## config.mk

```make
export PLATFORM = sky130hd
export DESIGN_NAME = id_stage_hs
export DESIGN_NICKNAME = d
export VERILOG_FILES = /design/src/rtl/id_stage_hs.sv
export SDC_FILE = /design/constraint.sdc
export NUM_CORES = 2
export LEC_CHECK = 0
export CAP_MARGIN = 10
export CORE_MARGIN = 2
export CORE_UTILIZATION = 40
export CTS_BUF_LIST = sky130_fd_sc_hd__clkbuf_8
export DETAILED_ROUTE_END_ITERATION = 8
export GPL_TIMING_DRIVEN = 0
export HOLD_SLACK_MARGIN = 0.08
export SLEW_MARGIN = 10
export SYNTH_ARGS = -nofsm -noshare
export SYNTH_HDL_FRONTEND = slang
export SYNTH_SLANG_ARGS = --single-unit
```

## constraint.sdc

```tcl
create_clock -name clk -period 64.3 [get_ports clk]
set_input_delay 12.86 -clock clk [delete_from_list [all_inputs] [get_ports clk]]
set_output_delay 12.86 -clock clk [all_outputs]
set_load 0.02 [all_outputs]
```

## src/rtl/id_stage_hs.sv

```systemverilog
// RV32I decode stage: register file, opcode/immediate decode, load-use stall
// detection and a registered ID/EX output with valid/ready handshakes.
module id_stage_hs #(
  parameter int XLEN      = 32,
  parameter int NREGS     = 32,
  parameter bit WB_BYPASS = 1'b1
) (
  input  logic            clk,
  input  logic            rst,
  input  logic            in_valid,
  output logic            in_ready,
  input  logic [31:0]     in_instr,
  input  logic [XLEN-1:0] in_pc,
  input  logic            flush,
  input  logic            wb_we,
  input  logic [4:0]      wb_rd,
  input  logic [XLEN-1:0] wb_data,
  output logic            out_valid,
  input  logic            out_ready,
  output logic [XLEN-1:0] out_pc,
  output logic [XLEN-1:0] out_rs1_data,
  output logic [XLEN-1:0] out_rs2_data,
  output logic [XLEN-1:0] out_imm,
  output logic [4:0]      out_rs1,
  output logic [4:0]      out_rs2,
  output logic [4:0]      out_rd,
  output logic            out_reg_write,
  output logic            out_alu_src,
  output logic            out_mem_to_reg,
  output logic            out_mem_read,
  output logic            out_mem_write,
  output logic            out_branch,
  output logic            out_jump,
  output logic            out_illegal,
  output logic [3:0]      out_alu_op
);

  localparam int RA = (NREGS > 1) ? $clog2(NREGS) : 1;

  localparam logic [6:0] OP_R      = 7'b0110011;
  localparam logic [6:0] OP_IMM    = 7'b0010011;
  localparam logic [6:0] OP_LOAD   = 7'b0000011;
  localparam logic [6:0] OP_STORE  = 7'b0100011;
  localparam logic [6:0] OP_BRANCH = 7'b1100011;
  localparam logic [6:0] OP_LUI    = 7'b0110111;
  localparam logic [6:0] OP_AUIPC  = 7'b0010111;
  localparam logic [6:0] OP_JAL    = 7'b1101111;
  localparam logic [6:0] OP_JALR   = 7'b1100111;

  // Indices at or above NREGS are outside the implemented file.
  function automatic logic reg_in_range(input logic [4:0] idx);
    return (NREGS >= 32) || (int'(idx) < NREGS);
  endfunction

  logic [XLEN-1:0] regs_r [NREGS];

  logic [6:0]      opcode_s;
  logic [2:0]      f3_s;
  logic            f7b5_s;
  logic [4:0]      rs1_s, rs2_s, rd_s;
  logic [XLEN-1:0] imm_i_s, imm_s_s, imm_b_s, imm_u_s, imm_j_s;
  logic [XLEN-1:0] rs1_data_s, rs2_data_s, imm_s;
  logic            reg_write_s, alu_src_s, mem_to_reg_s, mem_read_s;
  logic            mem_write_s, branch_s, jump_s, illegal_s;
  logic [3:0]      alu_op_s;
  logic            rs1_used_s, rs2_used_s;
  logic            hz_s, capture_s;

  assign opcode_s = in_instr[6:0];
  assign rd_s     = in_instr[11:7];
  assign f3_s     = in_instr[14:12];
  assign rs1_s    = in_instr[19:15];
  assign rs2_s    = in_instr[24:20];
  assign f7b5_s   = in_instr[30];

  assign imm_i_s = XLEN'($signed(in_instr[31:20]));
  assign imm_s_s = XLEN'($signed({in_instr[31:25], in_instr[11:7]}));
  assign imm_b_s = XLEN'($signed({in_instr[31], in_instr[7], in_instr[30:25], in_instr[11:8], 1'b0}));
  assign imm_u_s = XLEN'($signed({in_instr[31:12], 12'b0}));
  assign imm_j_s = XLEN'($signed({in_instr[31], in_instr[19:12], in_instr[20], in_instr[30:21], 1'b0}));

  // Register file write port; x0 and out-of-range indices are never written.
  always_ff @(posedge clk or posedge rst) begin
    if (rst) begin
      for (int i = 0; i < NREGS; i++) regs_r[i] <= '0;
    end else if (wb_we && (wb_rd != 5'd0) && reg_in_range(wb_rd)) begin
      regs_r[wb_rd[RA-1:0]] <= wb_data;
    end
  end

  // Read ports with optional same-cycle write-back bypass.
  always_comb begin
    rs1_data_s = '0;
    rs2_data_s = '0;
    if ((rs1_s == 5'd0) || !reg_in_range(rs1_s)) rs1_data_s = '0;
    else if (WB_BYPASS && wb_we && (wb_rd == rs1_s)) rs1_data_s = wb_data;
    else rs1_data_s = regs_r[rs1_s[RA-1:0]];
    if ((rs2_s == 5'd0) || !reg_in_range(rs2_s)) rs2_data_s = '0;
    else if (WB_BYPASS && wb_we && (wb_rd == rs2_s)) rs2_data_s = wb_data;
    else rs2_data_s = regs_r[rs2_s[RA-1:0]];
  end

  // Opcode decode into control bits, immediate and source-use flags.
  always_comb begin
    reg_write_s  = 1'b0;
    alu_src_s    = 1'b0;
    mem_to_reg_s = 1'b0;
    mem_read_s   = 1'b0;
    mem_write_s  = 1'b0;
    branch_s     = 1'b0;
    jump_s       = 1'b0;
    illegal_s    = 1'b0;
    alu_op_s     = 4'b0000;
    imm_s        = '0;
    rs1_used_s   = 1'b0;
    rs2_used_s   = 1'b0;
    case (opcode_s)
      OP_R: begin
        reg_write_s = 1'b1;
        alu_op_s    = {f7b5_s, f3_s};
        rs1_used_s  = 1'b1;
        rs2_used_s  = 1'b1;
      end
      OP_IMM: begin
        reg_write_s = 1'b1;
        alu_src_s   = 1'b1;
        alu_op_s    = {(f3_s == 3'b101) ? f7b5_s : 1'b0, f3_s};
        imm_s       = imm_i_s;
        rs1_used_s  = 1'b1;
      end
      OP_LOAD: begin
        reg_write_s  = 1'b1;
        alu_src_s    = 1'b1;
        mem_to_reg_s = 1'b1;
        mem_read_s   = 1'b1;
        imm_s        = imm_i_s;
        rs1_used_s   = 1'b1;
      end
      OP_STORE: begin
        alu_src_s   = 1'b1;
        mem_write_s = 1'b1;
        imm_s       = imm_s_s;
        rs1_used_s  = 1'b1;
        rs2_used_s  = 1'b1;
      end
      OP_BRANCH: begin
        branch_s   = 1'b1;
        alu_op_s   = {1'b1, f3_s};
        imm_s      = imm_b_s;
        rs1_used_s = 1'b1;
        rs2_used_s = 1'b1;
      end
      OP_LUI: begin
        reg_write_s = 1'b1;
        alu_src_s   = 1'b1;
        alu_op_s    = 4'b1111;
        imm_s       = imm_u_s;
      end
      OP_AUIPC: begin
        reg_write_s = 1'b1;
        alu_src_s   = 1'b1;
        imm_s       = imm_u_s;
      end
      OP_JAL: begin
        reg_write_s = 1'b1;
        jump_s      = 1'b1;
        imm_s       = imm_j_s;
      end
      OP_JALR: begin
        reg_write_s = 1'b1;
        jump_s      = 1'b1;
        alu_src_s   = 1'b1;
        imm_s       = imm_i_s;
        rs1_used_s  = 1'b1;
      end
      default: begin
        illegal_s = 1'b1;
      end
    endcase
  end

  // A held load whose destination feeds the incoming instruction forces one bubble.
  assign hz_s = out_valid && out_mem_read && (out_rd != 5'd0) &&
                ((rs1_used_s && (rs1_s == out_rd)) || (rs2_used_s && (rs2_s == out_rd)));
  assign in_ready  = (!out_valid || out_ready) && !hz_s && !flush;
  assign capture_s = in_valid && in_ready;

  // ID/EX output register: flush beats capture, capture beats drain.
  always_ff @(posedge clk or posedge rst) begin
    if (rst) begin
      out_valid      <= 1'b0;
      out_pc         <= '0;
      out_rs1_data   <= '0;
      out_rs2_data   <= '0;
      out_imm        <= '0;
      out_rs1        <= 5'd0;
      out_rs2        <= 5'd0;
      out_rd         <= 5'd0;
      out_reg_write  <= 1'b0;
      out_alu_src    <= 1'b0;
      out_mem_to_reg <= 1'b0;
      out_mem_read   <= 1'b0;
      out_mem_write  <= 1'b0;
      out_branch     <= 1'b0;
      out_jump       <= 1'b0;
      out_illegal    <= 1'b0;
      out_alu_op     <= 4'b0000;
    end else if (flush) begin
      out_valid <= 1'b0;
    end else if (capture_s) begin
      out_valid      <= 1'b1;
      out_pc         <= in_pc;
      out_rs1_data   <= rs1_data_s;
      out_rs2_data   <= rs2_data_s;
      out_imm        <= imm_s;
      out_rs1        <= rs1_s;
      out_rs2        <= rs2_s;
      out_rd         <= rd_s;
      out_reg_write  <= reg_write_s;
      out_alu_src    <= alu_src_s;
      out_mem_to_reg <= mem_to_reg_s;
      out_mem_read   <= mem_read_s;
      out_mem_write  <= mem_write_s;
      out_branch     <= branch_s;
      out_jump       <= jump_s;
      out_illegal    <= illegal_s;
      out_alu_op     <= alu_op_s;
    end else if (out_ready) begin
      out_valid <= 1'b0;
    end else begin
      out_valid <= out_valid;
    end
  end

endmodule

```

==> results by group <==
Outcome
  • Status: finished, violations left
  • Failing checks: capacitance limit, slew limit

Layout
  • # fillers: 13.76k
  • Sequential Area: between 20000 and 30000 sq um
  • Area Growth Syn to Fin: 16.28%
  • Layout Nets: 5047
  • Fin util: a little under half
  • Fraction of layout cells with a size suffix above 1: 34.61%
  • Area of the multi-input gates: 28940 sq um

Drt
  • ANT nets after route: 0
  • 1st-iter DRT viols: 5595
  • DR vias/cell: 6.526
  • DRT Pass-1 Iters: 6
  • Wire length per cell: between 30 and 40 microns
  • Via count: 46.53k
  • DRC Markers: 0
  • Total Routed Length: 265.5 mm

STA
  • Fin. max-slew vios: 11
  • Period utilization: 46.27%
  • Setup TNS: 0 ns
  • Hold Slack: 0.4714 ns
  • Tmin final: around 30 ns
  • Fin. Hold Viols: 0
  • Final worst clock skew: 0.05836 ns
  • Final setup margin: 34.55 ns
  • RSZ-0062 raised after global routing: no
  • Setup Viol. Count Final: 0
  • Slew headroom: -0.7092%
  • Fmax: 33.61 MHz
  • Worst-Margin Slew: approximately 1.5 ns

GRT
  • Largest net degree at the start of global routing: ~120
  • Initial antenna violation count: 20
  • Vias in the first global route: 45.83k
  • Tot GR Track Use: 34.30%
  • First-pass GRT wire length: approximately 360 mm
  • Grt ovf: 0

Logic synthesis
  • Top cells by count, synth: 1179 x dfrtp_1, 867 x mux2_2, 434 x mux4_2
  • Syn_area_per_cell: roughly 14 sq um
  • Top-area cell type share of the netlist area: 48.83%
  • Ys async rst share: between 90% and 100%
  • Main synth FF type: dfrtp_1
  • Synth Register Bits: 1179
  • Cell with the most instances after synthesis: dfrtp_1
  • Area leader, netlist: dfrtp_1
  • Synthesized Nets: 4576
  • Synth top area cells: dfrtp_1 49%, mux4_2 16%, mux2_2 16%
  • Post-synth EDFFs: 0
  • Cell area after synthesis: a little over 60000 sq um
  • Netlist cell types: between 50 and 60
  • Sequential area share after synthesis: 48.83%
  • Synth warn: 0
  • Mapped Cells: 4469

Power and ir drop
  • Pwr dens: around 32 nW/um^2
  • Leak pwr: approximately 30 nW
  • Max VDD drop: 0.01876 mV
  • Tot Pwr: 2.232 mW

Clocking
  • Clk buf depth: 3
  • Post-CTS Hold Buffers: 0
  • Clk_lat worst skew: 1.03 ns
  • Resized Gates After CTS: 0
  • Clk pin slew, worst setup/hold paths: 0.05 ns
  • Htree depth: 4
  • Clock Tree Root: clkbuf_8
  • TritonCTS clock tree: yes
  • Post-CTS setup repair buffer count: 0
  • Num Clock Sinks: 1179
  • CTS buffer count: roughly 200

Worst setup path
  • Top cell by count, worst path: clkbuf_1
  • Worst Path Max Fanout: 10
  • Critical R2R Launch: out_valid$_DFFE_PP0P_
  • WP data required: between 50 and 60 ns
  • Critical path's largest stage delay: 0.89 ns
  • Critical Path End Type: primary output
  • Slowest CP cell: clkbuf_1
  • Crit-path cells: clkbuf_1, xnor2_1, nand2_1, or4_4, a211oi_4, buf_4, clkbuf_1, nor3b_1, clkdlybuf4s50_1
  • Reg2reg setup slack: 60.26 ns
  • CP Launch Type: input pin
  • Signal arrival time at the worst endpoint: 16.89 ns
  • RR Endpoint: out_rs2_data[7]$_DFFE_PP0P_
  • R2R cell count: 7
  • Setup CP Type: input pin to primary output

Die
  • DIE WIDTH: just under 400 microns
  • Site row count: 142
  • Initial Utilization: 40.29%
  • Die area: about 150000 sq um
  • Ports: 264
  • Core Region: 150000 sq um
  • Die Height: 392.6 microns

Min path
  • Worst min path class: flip-flop to flip-flop
  • Hold EP: regs_r[1001]$_DFFE_PP0P_
  • Worst Hold Depth: 1
  • Critical hold path startpoint: regs_r[1001]$_DFFE_PP0P_

Placement
  • GPL Wtd Cong: 1.024
  • Pre-CTS setup slack: 34.77 ns
  • DP HPWL: around 190 mm
  • Number of port buffers: between 200 and 250

Run
  • Maximum capacitance violations: 1
## power by group
group	total [mW]	internal, mW	switching [mW]
sequential	0.991	0.878	0.113
combinational	0.504	0.257	0.247
clock	0.736	0.391	0.346
## metrics by stage
step | cells | instance area (sq um)
floorplan | 4469 | 60420
global placement | 6731 | 65400
detailed placement | 6747 | 65850
CTS | 7118 | 70170
finish | 7130 | 70250
global route | 7125 | 70240
## sequential cells by signal, summed over array words and instances, names as in the netlist
register	flops
out_alu_op	4
out_imm	32
out_rs2_data	32
regs_r	1024
out_jump	1
out_mem_read	1
out_reg_write	1
out_rs1_data	32
out_valid	1
out_alu_src	1
out_rs1	5
out_mem_write	1
out_branch	1
out_pc	32
out_rd	5
out_rs2	5
out_illegal	1
## cell families (layout without fill, tap and decap cells)
group	count (synthesis)	in the layout	share of synthesized area, %
buffers and inverters	502	1138	3.367
DFF	1179	1179	48.83
and+or+nand+nor	522	522	3.819
AOI/OAI and AO/OA	703	703	7.331
muxes	1543	1543	36.36
xor gates and xnor gates	20	20	0.2899
other	0	9	0
## cell usage in the layout (no fill, tap or decap), drive strengths merged, types with 11 or more instances in the layout
master / instances
xor2: 11
a22oi: 15
nand3: 25
a21oi: 47
clkbuf: 595
dfrtp: 1179
o22ai: 57
a211oi: 15
a2111oi: 13
a221oi: 49
o221ai: 41
nor3: 38
mux4: 434
nor2b: 21
buf: 165
nor2: 30
a221o: 57
inv: 91
clkinv: 28
mux2: 872
clkdlybuf4s50: 246
o21ai: 380
mux2i: 237
a21o: 13
nand2: 355
## layout make-up
type | instances | area share [%]
clock inverter | 109 | 1.015
sequential | 1179 | 42.00
clock buffer | 262 | 5.133
multi-input combinational | 2788 | 41.19
buffer | 481 | 2.841
inverter | 21 | 0.1229
timing repair buffer | 265 | 4.077
tap | 2016 | 3.591
antenna | 9 | 0.03206
## worst max path at each step
stage,startpoint,to,slack [ns],depth (start not counted)
global route,in_instr[23],in_ready,34.68,9
detailed placement,in_instr[23],in_ready,34.77,9
CTS,in_instr[23],in_ready,34.76,9
finish,in_instr[23],in_ready,34.55,9
floorplan,rst,out_alu_op[0]$_DFFE_PP0P_,18.23,1
global placement,rst,regs_r[120]$_DFFE_PP0P_,3.87,2
## worst max-delay path: cells and delay by family
family	cells	cell delay, ns
buffers and inverters	4	2.28
AND/OR/NAND/NOR	3	0.70
XOR/XNOR	1	0.20
AO/OA/AOI/OAI	1	0.85
## per-layer routing
metal  GRT usage [%]  vias to the layer above  routed length, microns
li1                -                    17910                       -
met1           44.67                    24360                  101400
met2           48.25                     3438                  110700
met3           12.90                      807                   34800
met4           21.09                       16                   18440
met5               0                        -                      92
Power figures use the tool's default switching activity.
